<file path="src/rtl/register_file_pkg.sv">
// Shared widths, index/data types and boolean constants for the architectural
// register file and its read ports.
package register_file_pkg;

  localparam int DATA_W    = 32;
  localparam int REG_NUM   = 32;
  localparam int REG_IDX_W = 5;
  localparam int ROB_IDX_W = 4;

  typedef logic [DATA_W-1:0]    data_t;
  typedef logic [REG_IDX_W-1:0] reg_index_t;
  typedef logic [ROB_IDX_W-1:0] rob_index_t;

  localparam logic TRUE  = 1'b1;
  localparam logic FALSE = 1'b0;

endpackage

</file>
<file path="src/rtl/register_file_reg_read_port.sv">
// One decoder lookup port: reads committed state for a source register and
// forwards a same-cycle commit that retires the pending producer.
module register_file_reg_read_port
  import register_file_pkg::*;
#(
  parameter int P_DATA_W    = DATA_W,
  parameter int P_REG_NUM   = REG_NUM,
  parameter int P_REG_IDX_W = REG_IDX_W,
  parameter int P_ROB_IDX_W = ROB_IDX_W
) (
  input  logic [P_REG_IDX_W-1:0]                rs,
  input  logic [P_REG_NUM-1:0][P_DATA_W-1:0]    value_vec,
  input  logic [P_REG_NUM-1:0]                  busy_vec,
  input  logic [P_REG_NUM-1:0][P_ROB_IDX_W-1:0] tag_vec,
  input  logic                                  commit,
  input  logic [P_ROB_IDX_W-1:0]                commit_rob_index,
  input  logic [P_REG_IDX_W-1:0]                commit_index,
  input  logic [P_DATA_W-1:0]                   commit_val,
  output logic                                  busy,
  output logic [P_DATA_W-1:0]                   val,
  output logic [P_ROB_IDX_W-1:0]                tag
);

  logic bypass_s;

  // Lookup with commit forwarding; x0 always reads as an idle zero.
  always_comb begin
    bypass_s = commit && (rs == commit_index) && busy_vec[rs]
               && (tag_vec[rs] == commit_rob_index);
    busy = FALSE;
    val  = {P_DATA_W{1'b0}};
    tag  = {P_ROB_IDX_W{1'b0}};
    if (rs == {P_REG_IDX_W{1'b0}}) begin
      busy = FALSE;
    end else if (bypass_s) begin
      busy = FALSE;
      val  = commit_val;
      tag  = tag_vec[rs];
    end else begin
      busy = busy_vec[rs];
      val  = value_vec[rs];
      tag  = tag_vec[rs];
    end
  end

endmodule

</file>
<file path="src/rtl/register_file.sv">
// Architectural register file with rename tags: takes in-order ROB commits,
// records decoder renames and serves two zero-latency source lookups.
module register_file
  import register_file_pkg::*;
#(
  parameter int P_DATA_W    = DATA_W,
  parameter int P_REG_NUM   = REG_NUM,
  parameter int P_REG_IDX_W = REG_IDX_W,
  parameter int P_ROB_IDX_W = ROB_IDX_W
) (
  input  logic                   clk_in,
  input  logic                   rst_in,
  input  logic                   rdy_in,
  input  logic                   clr_in,
  input  logic                   rob_to_reg_commit,
  input  logic [P_ROB_IDX_W-1:0] rob_to_reg_rob_index,
  input  logic [P_REG_IDX_W-1:0] rob_to_reg_index,
  input  logic [P_DATA_W-1:0]    rob_to_reg_val,
  input  logic                   dc_to_reg_rename_ready,
  input  logic [P_REG_IDX_W-1:0] dc_to_reg_rd,
  input  logic [P_ROB_IDX_W-1:0] dc_to_reg_rename_index,
  input  logic [P_REG_IDX_W-1:0] dc_to_reg_rs1,
  input  logic [P_REG_IDX_W-1:0] dc_to_reg_rs2,
  output logic                   reg_to_dc_rs1_busy,
  output logic [P_DATA_W-1:0]    reg_to_dc_rs1_val,
  output logic [P_ROB_IDX_W-1:0] reg_to_dc_rs1_tag,
  output logic                   reg_to_dc_rs2_busy,
  output logic [P_DATA_W-1:0]    reg_to_dc_rs2_val,
  output logic [P_ROB_IDX_W-1:0] reg_to_dc_rs2_tag
);

  logic [P_REG_NUM-1:0][P_DATA_W-1:0]    value_r;
  logic [P_REG_NUM-1:0]                  busy_r;
  logic [P_REG_NUM-1:0][P_ROB_IDX_W-1:0] tag_r;

  // Commit/rename/flush update; entry 0 is never written so x0 stays zero.
  always_ff @(posedge clk_in or posedge rst_in) begin
    if (rst_in) begin
      value_r <= {(P_REG_NUM*P_DATA_W){1'b0}};
      busy_r  <= {P_REG_NUM{1'b0}};
      tag_r   <= {(P_REG_NUM*P_ROB_IDX_W){1'b0}};
    end else if (rdy_in) begin
      for (int i = 1; i < P_REG_NUM; i++) begin
        if (rob_to_reg_commit && (rob_to_reg_index == P_REG_IDX_W'(i))) begin
          value_r[i] <= rob_to_reg_val;
        end
        // Flush beats rename, and rename beats the retiring commit's clear.
        if (clr_in) begin
          busy_r[i] <= FALSE;
        end else if (dc_to_reg_rename_ready && (dc_to_reg_rd == P_REG_IDX_W'(i))) begin
          busy_r[i] <= TRUE;
          tag_r[i]  <= dc_to_reg_rename_index;
        end else if (rob_to_reg_commit && (rob_to_reg_index == P_REG_IDX_W'(i))
                     && busy_r[i] && (tag_r[i] == rob_to_reg_rob_index)) begin
          busy_r[i] <= FALSE;
        end
      end
    end
  end

  register_file_reg_read_port #(
    .P_DATA_W(P_DATA_W), .P_REG_NUM(P_REG_NUM),
    .P_REG_IDX_W(P_REG_IDX_W), .P_ROB_IDX_W(P_ROB_IDX_W)
  ) u_rs1_port (
    .rs               (dc_to_reg_rs1),
    .value_vec        (value_r),
    .busy_vec         (busy_r),
    .tag_vec          (tag_r),
    .commit           (rob_to_reg_commit),
    .commit_rob_index (rob_to_reg_rob_index),
    .commit_index     (rob_to_reg_index),
    .commit_val       (rob_to_reg_val),
    .busy             (reg_to_dc_rs1_busy),
    .val              (reg_to_dc_rs1_val),
    .tag              (reg_to_dc_rs1_tag)
  );

  register_file_reg_read_port #(
    .P_DATA_W(P_DATA_W), .P_REG_NUM(P_REG_NUM),
    .P_REG_IDX_W(P_REG_IDX_W), .P_ROB_IDX_W(P_ROB_IDX_W)
  ) u_rs2_port (
    .rs               (dc_to_reg_rs2),
    .value_vec        (value_r),
    .busy_vec         (busy_r),
    .tag_vec          (tag_r),
    .commit           (rob_to_reg_commit),
    .commit_rob_index (rob_to_reg_rob_index),
    .commit_index     (rob_to_reg_index),
    .commit_val       (rob_to_reg_val),
    .busy             (reg_to_dc_rs2_busy),
    .val              (reg_to_dc_rs2_val),
    .tag              (reg_to_dc_rs2_tag)
  );

endmodule

</file>
<file path="config.mk">
export PLATFORM = sky130hd
export DESIGN_NAME = register_file
export DESIGN_NICKNAME = d
export VERILOG_FILES = /design/src/rtl/register_file_pkg.sv /design/src/rtl/register_file_reg_read_port.sv /design/src/rtl/register_file.sv
export SDC_FILE = /design/constraint.sdc
export NUM_CORES = 2
export LEC_CHECK = 0
export CAP_MARGIN = 25
export CORE_MARGIN = 2
export CORE_UTILIZATION = 61
export DETAILED_ROUTE_END_ITERATION = 8
export GPL_TIMING_DRIVEN = 0
export PLACE_DENSITY = 0.87
export SLEW_MARGIN = 25
export SYNTH_ARGS = -nofsm -noshare
export SYNTH_HDL_FRONTEND = slang
export SYNTH_SLANG_ARGS = --single-unit
</file>
<file path="constraint.sdc">
create_clock -name clk_in -period 107.2 [get_ports clk_in]
set_input_delay 21.44 -clock clk_in [delete_from_list [all_inputs] [get_ports clk_in]]
set_output_delay 21.44 -clock clk_in [all_outputs]
set_load 0.05 [all_outputs]
</file>
==> impl_metrics.json <==
{
  "cts_setup_buffers": 0,
  "dp.cells": 5714,
  "hp-class": "flip-flop to flip-flop",
  "final_nets": 4520,
  "final_area_um2": 71500,
  "grt_use_total_pct": 42.1,
  "vias": 45500,
  "syn_inst": 4192,
  "wl_met3_mm": 34.8,
  "cts_buffer_depth": 3,
  "fmax_ghz": 0.0205,
  "finalHoldViolCount": 0,
  "synthesis.area_um2": 63900,
  "io-pin-count": 140,
  "status": "finished with violations",
  "cts_made_buffers": 115,
  "worstSetupPathType": "input port to primary output",
  "synthFlopType": "dfrtp_1",
  "yosys.area_share.adder_pct": 0,
  "routed.top_layer": "met5",
  "whs_ns": 0.521,
  "portBuffers": 125,
  "route.detailed.drc": 4,
  "num_rows": 118,
  "timing.final.crit_share_pct": 45.4,
  "grt_max_degree": 101,
  "final_core_util_pct": 68.9,
  "synth_edf_count": 0,
  "cts_tree": "built",
  "synth_mux_area_share_pct": 45.7,
  "fin_crit_ns": 48.72,
  "layout_setup_ws_ns": 58.48,
  "worst_pin_slew_ns": 1.30,
  "grt_pass1_vias": 46400,
  "total_power_mw": 1.21,
  "ant_nets": 0,
  "avgSynthCellArea_um2": 15.3,
  "overflow": 0,
  "insertion_delay_ns": 0.73,
  "initial_core_util_pct": 61.6,
  "drive_above_1_share_pct": 50.6,
  "required_ns": 85.76,
  "grt_pass1_wl_mm": 321,
  "clock_skew_ns": 0.0163,
  "coreArea_um2": 104000,
  "met1Wirelength_mm": 74.2,
  "drtIter0Drc": 6958,
  "synth-simple-area-share_pct": 2.55,
  "critPathMaxFanout": 10,
  "fillCellCount": 6582,
  "gp_congestion": 1.05,
  "area_delta_synth_final_pct": 11.8,
  "synthTopCellsByCount": "mux2_2 (1,235), dfrtp_1 (1,147), mux4_2 (609)",
  "worstSetupStartpointType": "input port",
  "drt_pass1_iterations": 9,
  "synth_top_family_by_area": "multiplexers",
  "dp_hpwl_mm": 151,
  "cts_root_buffer": "clkbuf_16",
  "antenna_found_initial": 11,
  "finalSetupViolCount": 0,
  "worstPathArrival_ns": 27.28,
  "met2_length_mm": 97.0,
  "pre_cts_ws_ns": 58.85,
  "synth-compound-area-share_pct": 2.05,
  "tns_ns": 0,
  "synth-seq-area-share_pct": 44.9,
  "async_reset_ff_share_pct": 100,
  "dpl-instance-area_um2": 67500,
  "leakage_nw": 31.9,
  "cap_viol_max_count": 0,
  "wl_mm": 225,
  "die-area_um2": 107000,
  "cp-end-kind": "primary output",
  "chipWidth_um": 328,
  "synth_top_area_cell": "dfrtp_1",
  "syn-num-nets": 4258,
  "p_per_area_nw_per_um2": 16.9,
  "relSlewSlack_pct": 13.6,
  "rsz0062_at_grt": "no",
  "avgRoutedWirePerCell_um": 37.9,
  "synth_xor_area_share_pct": 1.92,
  "fin_cells": 5942,
  "die_y_um": 328,
  "cts-resized-gates": 0,
  "synth-seq-cells": 1147,
  "slew_violations": 0,
  "yosys.area.top_type_share_pct": 44.9,
  "clk_pin_slew_ns": 0.06,
  "failed_checks": "DRC",
  "yosysWarnings": 37,
  "cts_sinks": 1147,
  "synth.most_common_cell": "mux2_2",
  "htree_levels": 3,
  "vias_per_cell": 7.67,
  "synthTopCellsByArea": "dfrtp_1 (45%), mux2_2 (22%), mux4_2 (21%)",
  "synth.distinct_cells": 58,
  "peakVddDrop_mv": 0.0172,
  "ctsHoldBuffers": 0
}
==> layout by cell type (no fill, tap or decap), drive strengths merged, types with 64 or more instances in the layout <==
master         instances
buf                  139
a22o                  64
mux4                 625
mux2                1284
nand2                 78
nor2                 151
clkbuf               486
xor2                  95
clkdlybuf4s50        125
dfrtp               1147
==> report_power, final <==
part	switching [mW]	leakage [nW]	internal [mW]	total, mW
Clock	0.184	1.93	0.243	0.427
Sequential	0.0460	15.3	0.487	0.533
Combinational	0.117	14.6	0.129	0.246
==> cell families after synthesis <==
group                     count (synthesis)
AOI/OAI and AO/OA                       160
buffers and inverters                   438
DFF                                    1147
xor gates and xnor gates                140
and+or+nand+nor                         353
muxes                                  1954
==> state kept, by name, summed over array words and instances, names as in the netlist <==
signal   count
value_r    992
tag_r      124
busy_r      31
==> per-layer routing <==
metal / vias up / GRT usage [%]
li1: 16700 / -
met1: 23400 / 51.4
met2: 4151 / 60.3
met3: 1260 / 18.8
met4: 16 / 28.7
met5: - / 0.799
==> worst max-delay path, cell delays in order <==
cell	delay, ns
clkdlybuf4s50_1	0.58
clkbuf_1	0.49
clkbuf_1	0.88
a221oi_1	0.27
o32ai_1	0.43
nor2_1	0.10
nor4_1	0.67
nand4_2	0.76
buf_6	0.45
mux2_2	0.34
clkdlybuf4s50_1	0.83
==> final timing paths <==
| path | start | end | slack (ns) | depth (start not counted) |
|---|---|---|---|---|
| worst max-delay path | dc_to_reg_rs1[3] | reg_to_dc_rs1_val[12] | 58.48 | 11 |
| worst min-delay path | value_r[195] | value_r[195] | 0.52 | 1 |
| worst max register to register | tag_r[118] | busy_r[29] | 105.57 | 4 |
| worst min register to register | value_r[195] | value_r[195] | 0.52 | 1 |
| max in group asynchronous | rst_in | value_r[406] | 82.54 | 9 |
| min in group asynchronous | rst_in | value_r[771] | 21.20 | 2 |
==> area by class of cell <==
class	instances	area [um^2]	area share, %
Multi-Input combinational cell	2607	33400	46.7
Clock buffer	175	3430	4.80
Antenna cell	11	27.5	0.0385
Tap cell	1380	1730	2.42
Sequential cell	1147	28700	40.2
Buffer	430	1930	2.70
Timing Repair Buffer	145	1700	2.38
Inverter	8	37.5	0.0525
Clock inverter	39	520	0.728
Power figures use the tool's default switching activity.
